<file path="src/rtl/joy_serial_rx.sv">
// rtl/joy_serial_rx.sv - DB9 splitter serial receiver: shift clock, load strobe, 24-bit frame deserialiser.
// Optional two-frame output debounce when JOY_DEBOUNCE_EN is defined.
`timescale 1ns/1ps
module joy_serial_rx #(
  parameter int CLK_DIV = 8
) (
  input  logic        clk,
  input  logic        reset,
  input  logic        JOY_DATA,
  output logic        JOY_CLK,
  output logic        JOY_LOAD,
  output logic [11:0] joystick1,
  output logic [11:0] joystick2,
  output logic        frame_valid
);

  localparam logic [7:0] DIV_MAX  = 8'(CLK_DIV - 1);
  localparam logic [4:0] SLOT_MAX = 5'd25;

  logic [7:0]  div_q, div_d;
  logic        clk_q, clk_d;
  logic        load_q, load_d;
  logic [4:0]  slot_q, slot_d, slot_next;
  logic        primed_q, primed_d;
  logic [11:0] sh1_q, sh1_d, sh2_q, sh2_d;
  logic [11:0] j1_q, j1_d, j2_q, j2_d;
  logic        fv_q, fv_d;
  logic        wrap, rise, complete;
`ifdef JOY_DEBOUNCE_EN
  logic [23:0] cand_q, cand_d;
`endif

  always_comb begin
    div_d     = div_q;
    clk_d     = clk_q;
    load_d    = load_q;
    slot_d    = slot_q;
    primed_d  = primed_q;
    sh1_d     = sh1_q;
    sh2_d     = sh2_q;
    j1_d      = j1_q;
    j2_d      = j2_q;
    fv_d      = 1'b0;
    slot_next = slot_q;
    complete  = 1'b0;
`ifdef JOY_DEBOUNCE_EN
    cand_d    = cand_q;
`endif

    wrap  = (div_q == DIV_MAX);
    div_d = wrap ? 8'd0 : div_q + 8'd1;
    if (wrap) clk_d = ~clk_q;
    rise = wrap & ~clk_q;

    if (rise) begin
      // Shadow bit placement follows the splitter's shift order.
      case (slot_q)
        5'd2:  sh1_d[8]  = JOY_DATA;
        5'd3:  sh1_d[6]  = JOY_DATA;
        5'd4:  sh1_d[5]  = JOY_DATA;
        5'd5:  sh1_d[4]  = JOY_DATA;
        5'd6:  sh1_d[3]  = JOY_DATA;
        5'd7:  sh1_d[2]  = JOY_DATA;
        5'd8:  sh1_d[1]  = JOY_DATA;
        5'd9:  sh1_d[0]  = JOY_DATA;
        5'd10: sh2_d[8]  = JOY_DATA;
        5'd11: sh2_d[6]  = JOY_DATA;
        5'd12: sh2_d[5]  = JOY_DATA;
        5'd13: sh2_d[4]  = JOY_DATA;
        5'd14: sh2_d[3]  = JOY_DATA;
        5'd15: sh2_d[2]  = JOY_DATA;
        5'd16: sh2_d[1]  = JOY_DATA;
        5'd17: sh2_d[0]  = JOY_DATA;
        5'd18: sh2_d[10] = JOY_DATA;
        5'd19: sh2_d[11] = JOY_DATA;
        5'd20: sh2_d[9]  = JOY_DATA;
        5'd21: sh2_d[7]  = JOY_DATA;
        5'd22: sh1_d[10] = JOY_DATA;
        5'd23: sh1_d[11] = JOY_DATA;
        5'd24: sh1_d[9]  = JOY_DATA;
        5'd25: sh1_d[7]  = JOY_DATA;
        default: ;
      endcase

      slot_next = (slot_q == SLOT_MAX) ? 5'd0 : slot_q + 5'd1;
      slot_d    = slot_next;
      load_d    = (slot_next != 5'd0);
      if (slot_next == 5'd0) primed_d = 1'b1;
      complete  = (slot_q == SLOT_MAX) && primed_q;
    end

    if (complete) begin
`ifdef JOY_DEBOUNCE_EN
      // Publish only once the same frame has been seen twice in a row.
      cand_d = {sh2_d, sh1_d};
      if ({sh2_d, sh1_d} == cand_q) begin
        j1_d = sh1_d;
        j2_d = sh2_d;
        fv_d = 1'b1;
      end
`else
      j1_d = sh1_d;
      j2_d = sh2_d;
      fv_d = 1'b1;
`endif
    end
  end

  always_ff @(posedge clk or posedge reset) begin
    if (reset) begin
      div_q    <= 8'd0;
      clk_q    <= 1'b0;
      load_q   <= 1'b1;
      slot_q   <= SLOT_MAX;
      primed_q <= 1'b0;
      sh1_q    <= 12'hFFF;
      sh2_q    <= 12'hFFF;
      j1_q     <= 12'hFFF;
      j2_q     <= 12'hFFF;
      fv_q     <= 1'b0;
`ifdef JOY_DEBOUNCE_EN
      cand_q   <= 24'hFFFFFF;
`endif
    end else begin
      div_q    <= div_d;
      clk_q    <= clk_d;
      load_q   <= load_d;
      slot_q   <= slot_d;
      primed_q <= primed_d;
      sh1_q    <= sh1_d;
      sh2_q    <= sh2_d;
      j1_q     <= j1_d;
      j2_q     <= j2_d;
      fv_q     <= fv_d;
`ifdef JOY_DEBOUNCE_EN
      cand_q   <= cand_d;
`endif
    end
  end

  assign JOY_CLK     = clk_q;
  assign JOY_LOAD    = load_q;
  assign joystick1   = j1_q;
  assign joystick2   = j2_q;
  assign frame_valid = fv_q;

endmodule

</file>
<file path="config.mk">
export PLATFORM = sky130hd
export DESIGN_NAME = joy_serial_rx
export DESIGN_NICKNAME = d
export VERILOG_FILES = /design/src/rtl/joy_serial_rx.sv
export SDC_FILE = /design/constraint.sdc
export NUM_CORES = 1
export LEC_CHECK = 0
export ABC_CLOCK_PERIOD_IN_PS = 2300
export BUFFER_PORTS_ARGS = -buffer_cell sky130_fd_sc_hd__buf_2
export CAP_MARGIN = 5
export CELL_PAD_IN_SITES_DETAIL_PLACEMENT = 0
export CELL_PAD_IN_SITES_GLOBAL_PLACEMENT = 1
export CORE_MARGIN = 2
export CORE_UTILIZATION = 35
export CTS_CLUSTER_DIAMETER = 150
export DETAILED_ROUTE_END_ITERATION = 10
export HOLD_SLACK_MARGIN = 0.15
export PLACE_DENSITY = 0.68
export SYNTH_ARGS = -nofsm -noshare
export SYNTH_HDL_FRONTEND = slang
export SYNTH_SLANG_ARGS = --single-unit
</file>
<file path="constraint.sdc">
create_clock -name clk -period 2.3 [get_ports clk]
set_clock_uncertainty 0.05 [all_clocks]
set_input_delay 0.46 -clock clk [delete_from_list [all_inputs] [get_ports clk]]
set_output_delay 0.46 -clock clk [all_outputs]
set_load 0.05 [all_outputs]
</file>
# --- Word level (Yosys, flattened, before mapping) ---
# Cells that the tools add are included.
totals:
  ff_bits: 65
  latchBits: 0
  mem_bits_rw: 0
  rom_bits: 0
  inputBits: 3
  output_inout_bits: 27
  wordCells: 73
  n_memories: 0
classes:
  n_addsub: 2
  multipliers: 0
  div_mod_pow: 0
  n_lt_le_gt_ge: 0
  eq_ne: 25
  shift: 0
  n_mux: 30
  bitwise: 2
  n_reduce_logical: 4
op_table:
  columns: ["operator", "count"]
  rows:
  - ["$eq 5x5->1 const B", 10]
  - ["$eq 5x4->1 const B", 8]
  - ["$mux 1", 26]
  - ["$mux 12", 2]
  - ["$eq 5x3->1 const B", 4]
  - ["$eq 5x2->1 const B", 2]
  - ["$add 8x1->8 const B", 1]
  - ["$eq 8x3->1 const B", 1]
  - ["$mux 8", 1]
  - ["$add 5x1->5 const B", 1]
  - ["$logic_not 5->1", 1]
  - ["$mux 5", 1]
  - ["$reduce_bool 5->1", 1]
  - ["$reduce_and 2->1", 1]
  - ["$and 1x1->1", 1]
  - ["$logic_and 1x1->1", 1]
  - ["$not 1->1", 1]

# --- Longest topological paths before layout ---
depth:
  ltp_word: 4
  ltp_mapped: 8
  depth_no_buf: 7

# --- Least setup slack after synthesis ---
# OpenSTA, ideal clock, no wires.
synth_path:
  kind: "register -> register"
  startpoint: "reg slot_q[0]"
  endpoint: "reg j1_q[0] (netlist: joystick1[0])"
  setup_ns: 0.082
  t_arrival_ns: 1.815
  required_ns: 2.168
  path_slack_ns: 0.353
  path_stages_with_launch: 7
  n_path_buf: 2
  synth_period_minus_slack_ns: 1.947
  path_cell_list: "dfstp_2 ha_1 buf_2 and4b_1 nand4_4 buf_6 mux2_4"
synth_via:
  elab_chain_len: 3
  word_cells_on_any_way: 6
  classes_between: "eq/ne: 2; mux: 3; reduce/logical: 1"
synth_rtl:
  columns: ["item", "line_no", "source"]
  rows:
  - ["start: declaration", "23", "logic [4:0] slot_q, slot_d, slot_next;"]
  - ["start signal: assignment", "128", "slot_q <= slot_d;"]
  - ["$eq 5x4->1 or $eq 5x5->1 (tied branches)", "57, 89", null]
  - ["$mux 1 or $logic_and 1x1->1 (tied branches)", "57, 89", null]
  - ["$mux 12 or $mux 1 (tied branches)", "55", "if (rise) begin"]
  - ["end signal: assignment", "132", "j1_q <= j1_d;"]
  - ["end: declaration", "26", "logic [11:0] j1_q, j1_d, j2_q, j2_d;"]
# Parallel ways exist; a longest one is shown, timed or not.
# A chain may end at the register's enable or synchronous reset.

# --- Final worst setup path ---
layout_path:
  startpoint: "reg slot_q[0]"
  endpoint: "reg j1_q[9] (netlist: joystick1[9])"
layout_via:
  elab_chain_len: 3
  word_cells_on_any_way: 6
  classes_between: "eq/ne: 2; mux: 3; reduce/logical: 1"
layout_rtl:
  columns: ["item", "line_no", "source"]
  rows:
  - ["$eq 5x5->1", "57", "case (slot_q)"]
  - ["$mux 1", "57", null]
  - ["$mux 12", "55", null]
  - ["via sh1_d[9]", "25", "logic [11:0] sh1_q, sh1_d, sh2_q, sh2_d;"]
# The timed path passes the listed nets, and every way through them passes these cells.

==> results.txt <==
----------------------------------------------------
[STA]
  Number of endpoints with negative hold slack in the final report ... 0
  Final period demand of the worst path ... a little over 2000 ps
  Post-route clock period utilization ... approximately 89%
  Worst-Margin Slew ... between 500 and 600 ps
  Count of final max-slew check failures ... 0
  Final count of negative-setup-slack endpoints ... 0
  FMAX ... about 0.49 GHz
  Sum of negative setup slack ... 0 ps
  Slew margin rel. ... 62.0%
  Unrepaired setup endpoints after global routing ... no

[Logic synthesis]
  Flip-flop and latch count after synthesis ... 64
  Number of different library cells in the post-synthesis netlist ... 46
  Sequential fraction of the synthesis area ... a little over half
  Mapped cell area ... between 3000 and 4000 um^2
  Average instance area after synthesis ... approximately 13 um^2
  Share of synthesized registers carrying an async set or reset ... 100%
  Ys flop type ... dfstp_2
  Yosys warning total ... 0
  Synthesized netlist cell count ... 230
  Number of enable flip-flop cells after synthesis ... 0
  Net count after synthesis ... approximately 240

[CTS]
  Buffers inserted by post-CTS timing repair ... 0
  Clock latency at the later pin of the worst-skew pair ... 330 ps
  TritonCTS clock tree ... built
  Post-CTS resize count ... 0
  Clk root buf ... clkbuf_8
  TritonCTS sink count ... 64
  Deepest level of the CTS H-tree ... 3
  Clock slew at reported path FFs ... 70 ps
  Buffer levels on the longest clock path ... 2
  Number of buffers added by the clock tree synthesis step ... 9
  Post-cts hold buffer count ... 1

[Setup path]
  Number of cells on the worst reg-to-reg path ... 6
  Delay of the slowest cell on the worst path ... around 600 ps
  Top fanout value on the critical path ... 8
  Launching point of the worst reg2reg path ... slot_q[0]$_DFFE_PP1P_
  Largest delay share family, worst path ... multiplexers
  R2r setup slk ... around 260 ps
  Data arrival, critical path ... 2250 ps
  Worst endpoint required time ... between 2000 and 3000 ps
  FF-to-FF End ... joystick1[9]$_DFFE_PP1P_
  Startpoint type of the worst setup path ... flop
  Total number of cells along the worst setup path ... 6
  Crit. End Element ... flop
  Critical path buffer and inverter count ... 1
  Worst setup path category ... reg -> reg
  CP cell instances ... inv_1 -> ha_1 -> and3b_1 -> nand4_1 -> mux2_2 -> mux2_4
  Slowest stage cell on the critical path ... dfstp_2

[Layout]
  Total Nets Final ... roughly 280
  Syn-to-layout area delta ... 14.3%
  Total inserted antenna cells ... 0
  Fin util ... a little over 40%
  Area of all placed cells without fillers ... roughly 3500 um^2
  Fill cell total of the finished layout ... around 880
  Proportion of layout cells with a drive suffix above 1 ... 55.9%

[Power]
  Peak supply drop ... roughly 0.34 mV
  Leakage component of the power ... ~1.6 nW
  Power per standard cell area ... between 600 and 700 nW/um^2
  PnR Total Power ... ~2.1 mW

[Floorplanning]
  Die X-Extent ... between 90 and 100 um
  I/O pin cnt ... 30
  Effective utilization at floorplan ... approximately 36%
  Vertical die dimension ... slightly below 100 um
  Core region area ... ~8600 um^2
  Placement row count ... 34
  Floorplan die area ... ~9500 um^2

[Placement]
  Final weighted congestion in routability-driven placement ... 0.792
  Placed standard-cell area ... ~3300 um^2
  DP HPWL ... slightly below 4000 um
  Total of buffers placed on input and output ports ... 29

[Routing]
  Number of design-rule violations left by the first detailed-router iteration ... between 80 and 90
  Average vias per placed instance ... just under 5
  Detailed-route DRC error count ... 0
  Average wire per standard cell ... roughly 15 um
  DRT Pass-1 Iters ... 4
  Remaining antenna violation count after routing ... 0
  Wire length after detailed routing ... ~5800 um
  Via total after detailed routing ... 1874

[Worst hold path]
  Endpoint of the worst hold path ... div_q[0]$_DFF_PP0_
  Class of the most critical hold timing path ... reg -> reg
  Hold path startpoint ... div_q[0]$_DFF_PP0_
  Count of cells along the worst hold path ... 1

[Global routing]
  Global-route wire length before repair ... 9790 um
  GRT Overall Usage ... about an eighth
  Final global-route overflow total ... 0
  Pin count of the biggest net entering global routing ... between 40 and 50
  Via count of the first global-routing pass ... about 2000
  Initial antenna violation count ... 0

[Run]
  Max cap viols ... 0

[Outcome]
  Status ... finished clean

----------------------------------------------------
[worst register-to-register path, cell delays in order (launching register included)]
cell and delay [ps]:
dfstp_2 600, inv_1 80, ha_1 300, and3b_1 220
nand4_1 100, mux2_2 360, mux2_4 260
[state kept, by name, indices dropped and copies added, names as in the netlist]
signal       count
joystick1       12
joystick2       12
sh2_q           12
sh1_q           11
div_q            8
slot_q           5
JOY_CLK          1
JOY_LOAD         1
frame_valid      1
primed_q         1
[power breakdown]
group,total [mW],switching [mW],internal [mW]
sequential,1.18,0.0113,1.17
combinational,0.0624,0.0394,0.0230
clock,0.903,0.406,0.496
total,2.14,0.457,1.69
[cell usage in the layout (no fill, tap or decap), types with 4 or more instances in the layout]
cell type / count
ha_1: 6
mux2_4: 13
buf_4: 6
mux2_2: 26
mux2_1: 5
buf_2: 29
nor2_1: 4
xnor2_1: 5
nand3_1: 17
nand4_1: 7
nor2b_1: 4
clkbuf_8: 9
nand2_1: 20
o21ai_0: 8
dfrtp_1: 13
inv_1: 5
dfstp_2: 51
[area by class of cell]
class / instances / area [um^2] / area share [%]
multi-input combinational: 149 / 1270 / 36.3
timing repair buffer: 37 / 220 / 6.31
sequential: 64 / 1670 / 47.7
tap: 108 / 135 / 3.87
clock inverter: 4 / 45.0 / 1.29
inverter: 6 / 22.5 / 0.645
clock buffer: 12 / 135 / 3.87
[kinds of logic (layout without fill, tap and decap cells)]
kind of cell / Yosys count / count (layout) / synth area share [%]
buffers and inverters: 17 / 59 / 3.93
multiplexers: 46 / 46 / 18.5
flip-flops: 64 / 64 / 54.5
adder cells (fa/ha/maj): 6 / 6 / 2.46
AND/OR/NAND/NOR: 75 / 75 / 15.5
AO/OA/AOI/OAI: 15 / 15 / 3.03
XOR/XNOR: 7 / 7 / 2.01
[per-stage QoR]
stage / hold slack, ps / std cells / setup WS (ps)
4_1_cts: 410 / 380 / 252
3_5_place_dp: 402 / 363 / 282
3_3_place_gp: 387 / 363 / 285
2_1_floorplan: 374 / 230 / 276
6_report: 419 / 380 / 259
5_1_grt: 431 / 380 / 208
[layer usage]
| layer | vias to the layer above | part of all wire (%) | track usage, % |
|---|---|---|---|
| li1 | 890 | - | - |
| met1 | 947 | 49 | 17.7 |
| met2 | 33 | 46 | 19.6 |
| met3 | 4 | 4.0 | 4.39 |
| met4 | 0 | 0.83 | 3.85 |
| met5 | - | 0 | 0 |
[cell usage after synthesis, types with 4 or more instances]
| master | instances | share of area, % |
|---|---|---|
| dfstp_2 | 51 | 44 |
| mux2_2 | 26 | 9.6 |
| nand2_1 | 20 | 2.5 |
| nand3_1 | 17 | 2.8 |
| dfrtp_1 | 13 | 11 |
| mux2_4 | 13 | 6.4 |
| o21ai_0 | 8 | 1.3 |
| nand4_1 | 7 | 1.4 |
| ha_1 | 6 | 2.5 |
| inv_1 | 6 | 0.74 |
| mux2_1 | 5 | 1.8 |
| xnor2_1 | 5 | 1.4 |
| clkbuf_1 | 4 | 0.49 |
| nor2_1 | 4 | 0.49 |
| nor2b_1 | 4 | 0.82 |
[how the worst max path moves through the flow]
stage                           from                        to  slack (ps)
3_3_place_gp   slot_q[0]$_DFFE_PP1P_  joystick1[9]$_DFFE_PP1P_         290
4_1_cts        slot_q[0]$_DFFE_PP1P_  joystick1[9]$_DFFE_PP1P_         250
3_5_place_dp   slot_q[0]$_DFFE_PP1P_  joystick1[9]$_DFFE_PP1P_         280
6_report       slot_q[0]$_DFFE_PP1P_  joystick1[9]$_DFFE_PP1P_         260
5_1_grt           div_q[0]$_DFF_PP0_        sh2_q[7]$_DFF_PP1_         210
2_1_floorplan                  reset       JOY_CLK$_DFFE_PP0N_         280
Note: power is estimated with default switching activity, not from simulation.
